--- src/rtl/cpu_mon_pkg.sv ---
// Shared types for the CPU run monitor: FSM states, run-status codes and the default
// register-file depth.
package cpu_mon_pkg;

  localparam int NREGS_DEFAULT = 32;

  typedef enum logic [1:0] {
    IDLE = 2'd0,
    RUN  = 2'd1,
    DUMP = 2'd2,
    DONE = 2'd3
  } state_t;

  typedef enum logic [1:0] {
    NONE    = 2'd0,
    HALT    = 2'd1,
    ILLEGAL = 2'd2
  } status_t;

endpackage

--- src/rtl/sat_counter.sv ---
// Up-counter with synchronous clear that sticks at all-ones instead of wrapping.
module sat_counter #(
  parameter int W = 32
) (
  input  logic         clk,
  input  logic         rst,
  input  logic         clr,
  input  logic         en,
  output logic [W-1:0] q
);

  always_ff @(posedge clk) begin
    if (rst || clr) begin
      q <= '0;
    end else if (en && (q != {W{1'b1}})) begin
      q <= q + 1'b1;
    end
  end

endmodule

--- src/rtl/cpu_run_monitor.sv ---
// Runs the CPU until halt/exception, counts run cycles, then streams the register
// file out one entry per beat before reporting done.
module cpu_run_monitor
  import cpu_mon_pkg::*;
#(
  parameter int NREGS = NREGS_DEFAULT,
  parameter int DW    = 32,
  parameter int CW    = 32
) (
  input  logic                     clk,
  input  logic                     rst_,
  input  logic                     start,
  input  logic                     halt,
  input  logic                     exception,
  output logic                     cpu_run,
  output logic [$clog2(NREGS)-1:0] rf_raddr,
  input  logic [DW-1:0]            rf_rdata,
  output logic                     out_valid,
  input  logic                     out_ready,
  output logic [DW-1:0]            out_data,
  output logic [$clog2(NREGS)-1:0] out_idx,
  output logic                     out_last,
  output logic [CW-1:0]            cycles,
  output logic [1:0]               status,
  output logic                     done,
  output logic [1:0]               state_dbg
);

  localparam int AW = $clog2(NREGS);
  localparam logic [AW-1:0] LAST_IDX = AW'(NREGS - 1);

  state_t  state;
  status_t status_q;
  logic    fetching;
  logic    load;
  logic    cnt_clr;
  logic    cnt_en;

  assign status    = status_q;
  assign state_dbg = state;

  // Stream handshake: a beat transfers on any edge where out_valid && out_ready.
  // The single output register refills whenever it is empty or being drained.
  assign load    = (state == DUMP) && fetching && (!out_valid || out_ready);
  assign cnt_clr = ((state == IDLE) || (state == DONE)) && start;
  assign cnt_en  = (state == RUN);

  sat_counter #(.W(CW)) u_cycles (
    .clk (clk),
    .rst (rst_),
    .clr (cnt_clr),
    .en  (cnt_en),
    .q   (cycles)
  );

  always_ff @(posedge clk) begin
    if (rst_) begin
      state     <= IDLE;
      status_q  <= NONE;
      cpu_run   <= 1'b0;
      done      <= 1'b0;
      fetching  <= 1'b0;
      rf_raddr  <= '0;
      out_valid <= 1'b0;
      out_data  <= '0;
      out_idx   <= '0;
      out_last  <= 1'b0;
    end else begin
      case (state)
        IDLE, DONE: begin
          if (start) begin
            state    <= RUN;
            cpu_run  <= 1'b1;
            status_q <= NONE;
            done     <= 1'b0;
          end
        end
        RUN: begin
          if (halt || exception) begin
            state    <= DUMP;
            cpu_run  <= 1'b0;
            status_q <= halt ? HALT : ILLEGAL;
            rf_raddr <= '0;
            fetching <= 1'b1;
          end
        end
        DUMP: begin
          if (load) begin
            out_valid <= 1'b1;
            out_data  <= rf_rdata;
            out_idx   <= rf_raddr;
            out_last  <= (rf_raddr == LAST_IDX);
            if (rf_raddr == LAST_IDX) begin
              fetching <= 1'b0;
            end else begin
              rf_raddr <= rf_raddr + 1'b1;
            end
          end else if (out_valid && out_ready) begin
            out_valid <= 1'b0;
          end
          // Final beat leaves the register empty and closes the run.
          if (out_valid && out_ready && out_last) begin
            state    <= DONE;
            done     <= 1'b1;
            out_last <= 1'b0;
          end
        end
        default: state <= IDLE;
      endcase
    end
  end

endmodule

--- config.mk ---
export PLATFORM = sky130hd
export DESIGN_NAME = cpu_run_monitor
export DESIGN_NICKNAME = d
export VERILOG_FILES = /design/src/rtl/cpu_mon_pkg.sv /design/src/rtl/sat_counter.sv /design/src/rtl/cpu_run_monitor.sv
export SDC_FILE = /design/constraint.sdc
export NUM_CORES = 1
export LEC_CHECK = 0
export CORE_MARGIN = 2
export CORE_UTILIZATION = 26
export DETAILED_ROUTE_END_ITERATION = 10
export SYNTH_ARGS = -nofsm -noshare
export SYNTH_HDL_FRONTEND = slang
export SYNTH_SLANG_ARGS = --single-unit
--- constraint.sdc ---
create_clock -name clk -period 2.5 [get_ports clk]
set_input_delay 0.5 -clock clk [delete_from_list [all_inputs] [get_ports clk]]
set_output_delay 0.5 -clock clk [all_outputs]
set_load 0.01 [all_outputs]
; Word-level counts from Yosys, hierarchy flattened
; Cells that the tools add are included.
[totals]
reg_bits = 83
input_bits = 38
output_inout_bits = 82
elab_cells = 76
[op_classes]
add_sub_neg = 2
eq_ne = 11
muxes = 26
n_reduce_logical = 26
[ops]
columns = cell, count
row1 = 32-bit by 1-bit adder with 32-bit output (second input constant), 1
row2 = 32-bit inequality test (second input constant), 1
row3 = 5-bit 2-to-1 mux, 3
row4 = 2-bit 2-to-1 mux, 6
row5 = 1-bit 2-to-1 mux, 11
row6 = 5-bit case mux with 2 select lines, 1
row7 = 2-bit nonzero test, 5
row8 = 3-bit AND reduction, 3
row9 = 2-bit inequality test (second input constant), 4
row10 = 4-bit AND reduction, 2
row11 = 1-bit logical AND, 6
row12 = 1-bit case mux with 2 select lines, 3
row13 = 2-bit case mux with 3 select lines, 1
row14 = 2-bit AND reduction, 3
row15 = 5-bit by 1-bit adder with 5-bit output (second input constant), 1
row16 = 5-bit == test (second input constant), 1
row17 = 2-bit == test (second input constant), 2
row18 = 1-bit logical OR, 4
row19 = 2-bit by 1-bit inequality test with 1-bit output (second input constant), 2
row20 = 2-bit case mux with 2 select lines, 1
row21 = 2-bit by 1-bit == test with 1-bit output (second input constant), 1
row22 = 2-bit logical NOT, 1
row23 = 2-bit OR reduction, 1
row24 = 1-bit logical NOT, 1

; Depth between registers and ports, before layout
[depth]
depth_word = 5
ltp_mapped = 8
ltp_nobuf = 7

; Cells and area by module
; From an unflattened synthesis, not the netlist that was laid out.
[unflattened]
cells_unflattened = 461
area_unflattened_um2 = 3814.9
[modules_own_cells]
columns = module, instances, cells_per_inst, area_per_inst_um2
row1 = cpu_run_monitor, 1, 259, 2033.2
row2 = sat_counter, 1, 202, 1781.7

; Worst setup path after synthesis
; Ideal clock, no wire load.
[synth_timing]
path_type = register to register
startpoint = reg state[0] (netlist: state_dbg[0])
endpoint = reg u_cycles.q[18]
arrival_ps = 1971
required_ps = 2384
setup_slack_ps = 413
stages_incl_launch_ff = 7
n_path_buf = 1
period_less_slack_ps = 2087
path_cell_list = dfxtp_1 > ha_1 > clkbuf_1 > nand4_1 > a211oi_2 > a31oi_1 > a41o_1
[synth_between]
elab_chain_len = 4
word_cells_on_any_way = 7
[synth_rtl]
columns = element, line_no
row1 = start: declaration, cpu_run_monitor.sv:32  ; state_t state;
row2 = start signal: assignment, cpu_run_monitor.sv:58  ; state <= IDLE;
row3 = start signal: assignment, cpu_run_monitor.sv:72  ; state <= RUN;
row4 = start signal: assignment, cpu_run_monitor.sv:80  ; state <= DUMP;
row5 = 2-bit == test / 2-bit logical NOT (equally long branches), cpu_run_monitor.sv:45  ; assign cnt_clr = ((state == IDLE) || (state == DONE)) && start;
row6 = 1-bit logical OR, cpu_run_monitor.sv:45
row7 = 1-bit logical AND, cpu_run_monitor.sv:45
row8 = 1-bit logical OR, sat_counter.sv:13  ; if (rst || clr) begin
row9 = end signal: assignment, sat_counter.sv:16  ; q <= q + 1'b1;
row10 = end: declaration, sat_counter.sv:9  ; output logic [W-1:0] q
; Several ways; a longest one is shown, not always the timed one.
; A chain may end at the register's enable or synchronous reset.

; Worst setup path after layout
[layout_timing]
startpoint = reg state[0] (netlist: state_dbg[0])
endpoint = reg state[0] (netlist: state_dbg[0])
[layout_between]
elab_chain_len = 4
word_cells_on_any_way = 10
[layout_rtl]
columns = element, line_no
row1 = 2-bit == test / 2-bit logical NOT (equally long branches), cpu_run_monitor.sv:69  ; case (state)
row2 = 2-bit OR reduction, cpu_run_monitor.sv:69
row3 = 2-bit inequality test (no source line), -
row4 = 3-bit AND reduction (no source line), -
; Several ways; a longest one is shown, not always the timed one.

==> impl_metrics.tcl <==
set metrics [dict create \
    drtIter0Drc 262 \
    clk_pin_slew_worst_paths_ns 0.06 \
    grt_max_degree 51 \
    synthCells 460 \
    syn_nets 504 \
    pwr_density_cell_nw_per_um2 716 \
    postCtsSetupBuffers 0 \
    end_kind "flip-flop" \
    critical_path_arrival_ns 2.34 \
    post-route-period-util_pct 85.4 \
    critPathMaxFanout 10 \
    yosysUniqueCellTypes 46 \
    relSlewSlack_pct 59.6 \
    whs_path_depth 2 \
    yosys-top-cells-area "dfxtp_1 45%, nand2_1 11%, a21oi_1 9.1%" \
    regToRegSetupSlack_ns 0.36 \
    synth_top_area_share_pct 44.9 \
    hold_viol 0 \
    cts_made_buffers 9 \
    status "complete, no violations" \
    globalRouteTotalUtil_pct 14.5 \
    min_from "out_data[19]" \
    ir_drop_mv 0.334 \
    die_x_um 123 \
    dieArea_um2 15200 \
    vias_per_cell 4.90 \
    slew_violations 0 \
    post-route-util_pct 39.2 \
    setup_viol 0 \
    cp-start-kind "flip-flop" \
    maxCapViolations 0 \
    yosys.area.top_type "dfxtp_1" \
    timing.rr.start "state_dbg[0]" \
    via_count 3755 \
    io_pins 120 \
    layout.nets 624 \
    dp_hpwl_um 7920 \
    final_antenna_net_count 0 \
    synth_most_common_cell "nand2_1" \
    ys_ff_latch 83 \
    worst-setup-path-type "reg2reg" \
    grt_overflow 0 \
    ctsHtreeMaxLevel 3 \
    hold_class "reg2reg" \
    rr_worst_depth 5 \
    routedWlPerCell_um 14.3 \
    cts_root_buf "clkbuf_16" \
    clock_sinks 83 \
    synth_ff_type "dfxtp_1" \
    start_util_pct 26.7 \
    antenna_found_initial 1 \
    tightest_slew_ns 0.604 \
    drc 0 \
    area_delta_synth_final_pct 47.0 \
    grt_pass1_vias 3514 \
    cts_hold_buf 0 \
    skew_ns 0.00720 \
    fmax_mhz 468 \
    cts_resized 0 \
    drt-total-wl_um 11000 \
    r2r-end "state_dbg[0]" \
    die_height_um 123 \
    syn_area_um2 3700 \
    seq_area_frac_synth_pct 44.9 \
    clk_latency_ns 0.35 \
    grt_pass1_wl_um 17200 \
    fin_setup_tns_ns 0 \
    cts_tree "built" \
    portBuffers 119 \
    required_ns 2.70 \
    rsz0062_at_grt "no" \
    drtPass1Iterations 4 \
    rows 43 \
    hold_slack_ns 0.454 \
    drive_above_1_share_pct 6.84 \
    fillers 1406 \
    power.leakage_nw 1.85 \
    power_w 0.00389 \
    synth_enable_flop_cells 0 \
    clk_path_buf_depth 2 \
    holdPathEnd "out_data[19]" \
    core_area_um2 13900 \
    synthArstFlopShare_pct 0 \
    avgSynthCellArea_um2 8.04 \
    fin_crit_ns 2.14 \
    synth_common_cells "113 x nand2_1, 83 x dfxtp_1, 67 x a21oi_1" \
    gp_routability_congestion 0.791 \
    yosys_warnings 0 \
]
==> worst max-delay path: stages, from the launching register on <==
cell,delay [ns]
dfxtp_1,0.41
ha_1,0.43
or3b_2,0.61
a21boi_0,0.23
a21oi_1,0.24
a311oi_1,0.08
==> routing by layer <==
layer / global-route usage [%] / wire length (um) / vias to the layer above
li1: - / - / 1864
met1: 17.8 / 4680 / 1777
met2: 23.6 / 5410 / 99
met3: 4.24 / 591 / 15
met4: 6.25 / 261 / 0
met5: 0 / 0 / -
==> metrics by stage <==
stage	setup WS, ns	cell area, um^2	std cells
after global routing	0.119	5440	766
after detailed placement	0.272	5120	749
after floorplan	0.413	3700	460
after global placement	0.325	5120	749
final	0.365	5440	766
after CTS	0.347	5440	765
==> cell type report <==
type	count	area, um^2	share of cell area [%]
diodes	1	2.50	0.0460
repair buffers	131	1280	23.6
clock buffers	10	229	4.21
inverters	7	26.3	0.483
well taps	180	225	4.14
flip-flops and latches	83	1660	30.6
clock inverters	6	90.1	1.66
multi-input cells	348	1920	35.3
==> where the power goes <==
| group | switching [W] | leakage, nW | internal [W] |
|---|---|---|---|
| sequential | 0.0000788 | 0.670 | 0.00142 |
| clock | 0.000550 | 0.153 | 0.000876 |
| combinational | 0.000562 | 1.02 | 0.000407 |
==> worst max path at each step <==
stage / from / slack (ns) / to
6_report: state_dbg[0] / 0.36 / state_dbg[0]
5_1_grt: state_dbg[1] / 0.12 / state_dbg[0]
4_1_cts: state_dbg[0] / 0.35 / u_cycles.q[19]
3_5_place_dp: halt / 0.27 / state_dbg[0]
3_3_place_gp: halt / 0.32 / state_dbg[1]
2_1_floorplan: state_dbg[0] / 0.41 / u_cycles.q[18]
==> cell usage in the layout, fill, tap and decap left out, types with 4 or more instances in the layout <==
| master | n |
|---|---|
| nand2b_1 | 7 |
| clkdlybuf4s50_1 | 119 |
| clkbuf_16 | 9 |
| a21oi_1 | 67 |
| buf_4 | 12 |
| o31ai_1 | 8 |
| a31o_2 | 4 |
| inv_1 | 7 |
| xnor2_1 | 7 |
| o211ai_1 | 5 |
| ha_1 | 6 |
| dfxtp_1 | 83 |
| nor2_1 | 23 |
| and2_1 | 4 |
| and4_1 | 4 |
| o21ai_0 | 8 |
| nand4_1 | 12 |
| or4_1 | 10 |
| nand2_1 | 113 |
| and3_1 | 10 |
| or3_1 | 9 |
| nand3_1 | 16 |
==> cells by family after synthesis <==
logic type,synth area share [%]
buffers and inverters,3.21
AO/OA/AOI/OAI,17.2
flip-flops,44.9
multiplexers,0.812
XOR/XNOR,2.13
AND/OR/NAND/NOR,29.7
adder cells (fa/ha/maj),2.03
==> state kept, by name, indices dropped and copies added (netlist names) <==
signal,flops
out_data,32
u_cycles.q,32
out_idx,5
rf_raddr,5
state_dbg,2
status,2
cpu_run,1
done,1
fetching,1
out_last,1
out_valid,1
Power figures use the tool's default switching activity.
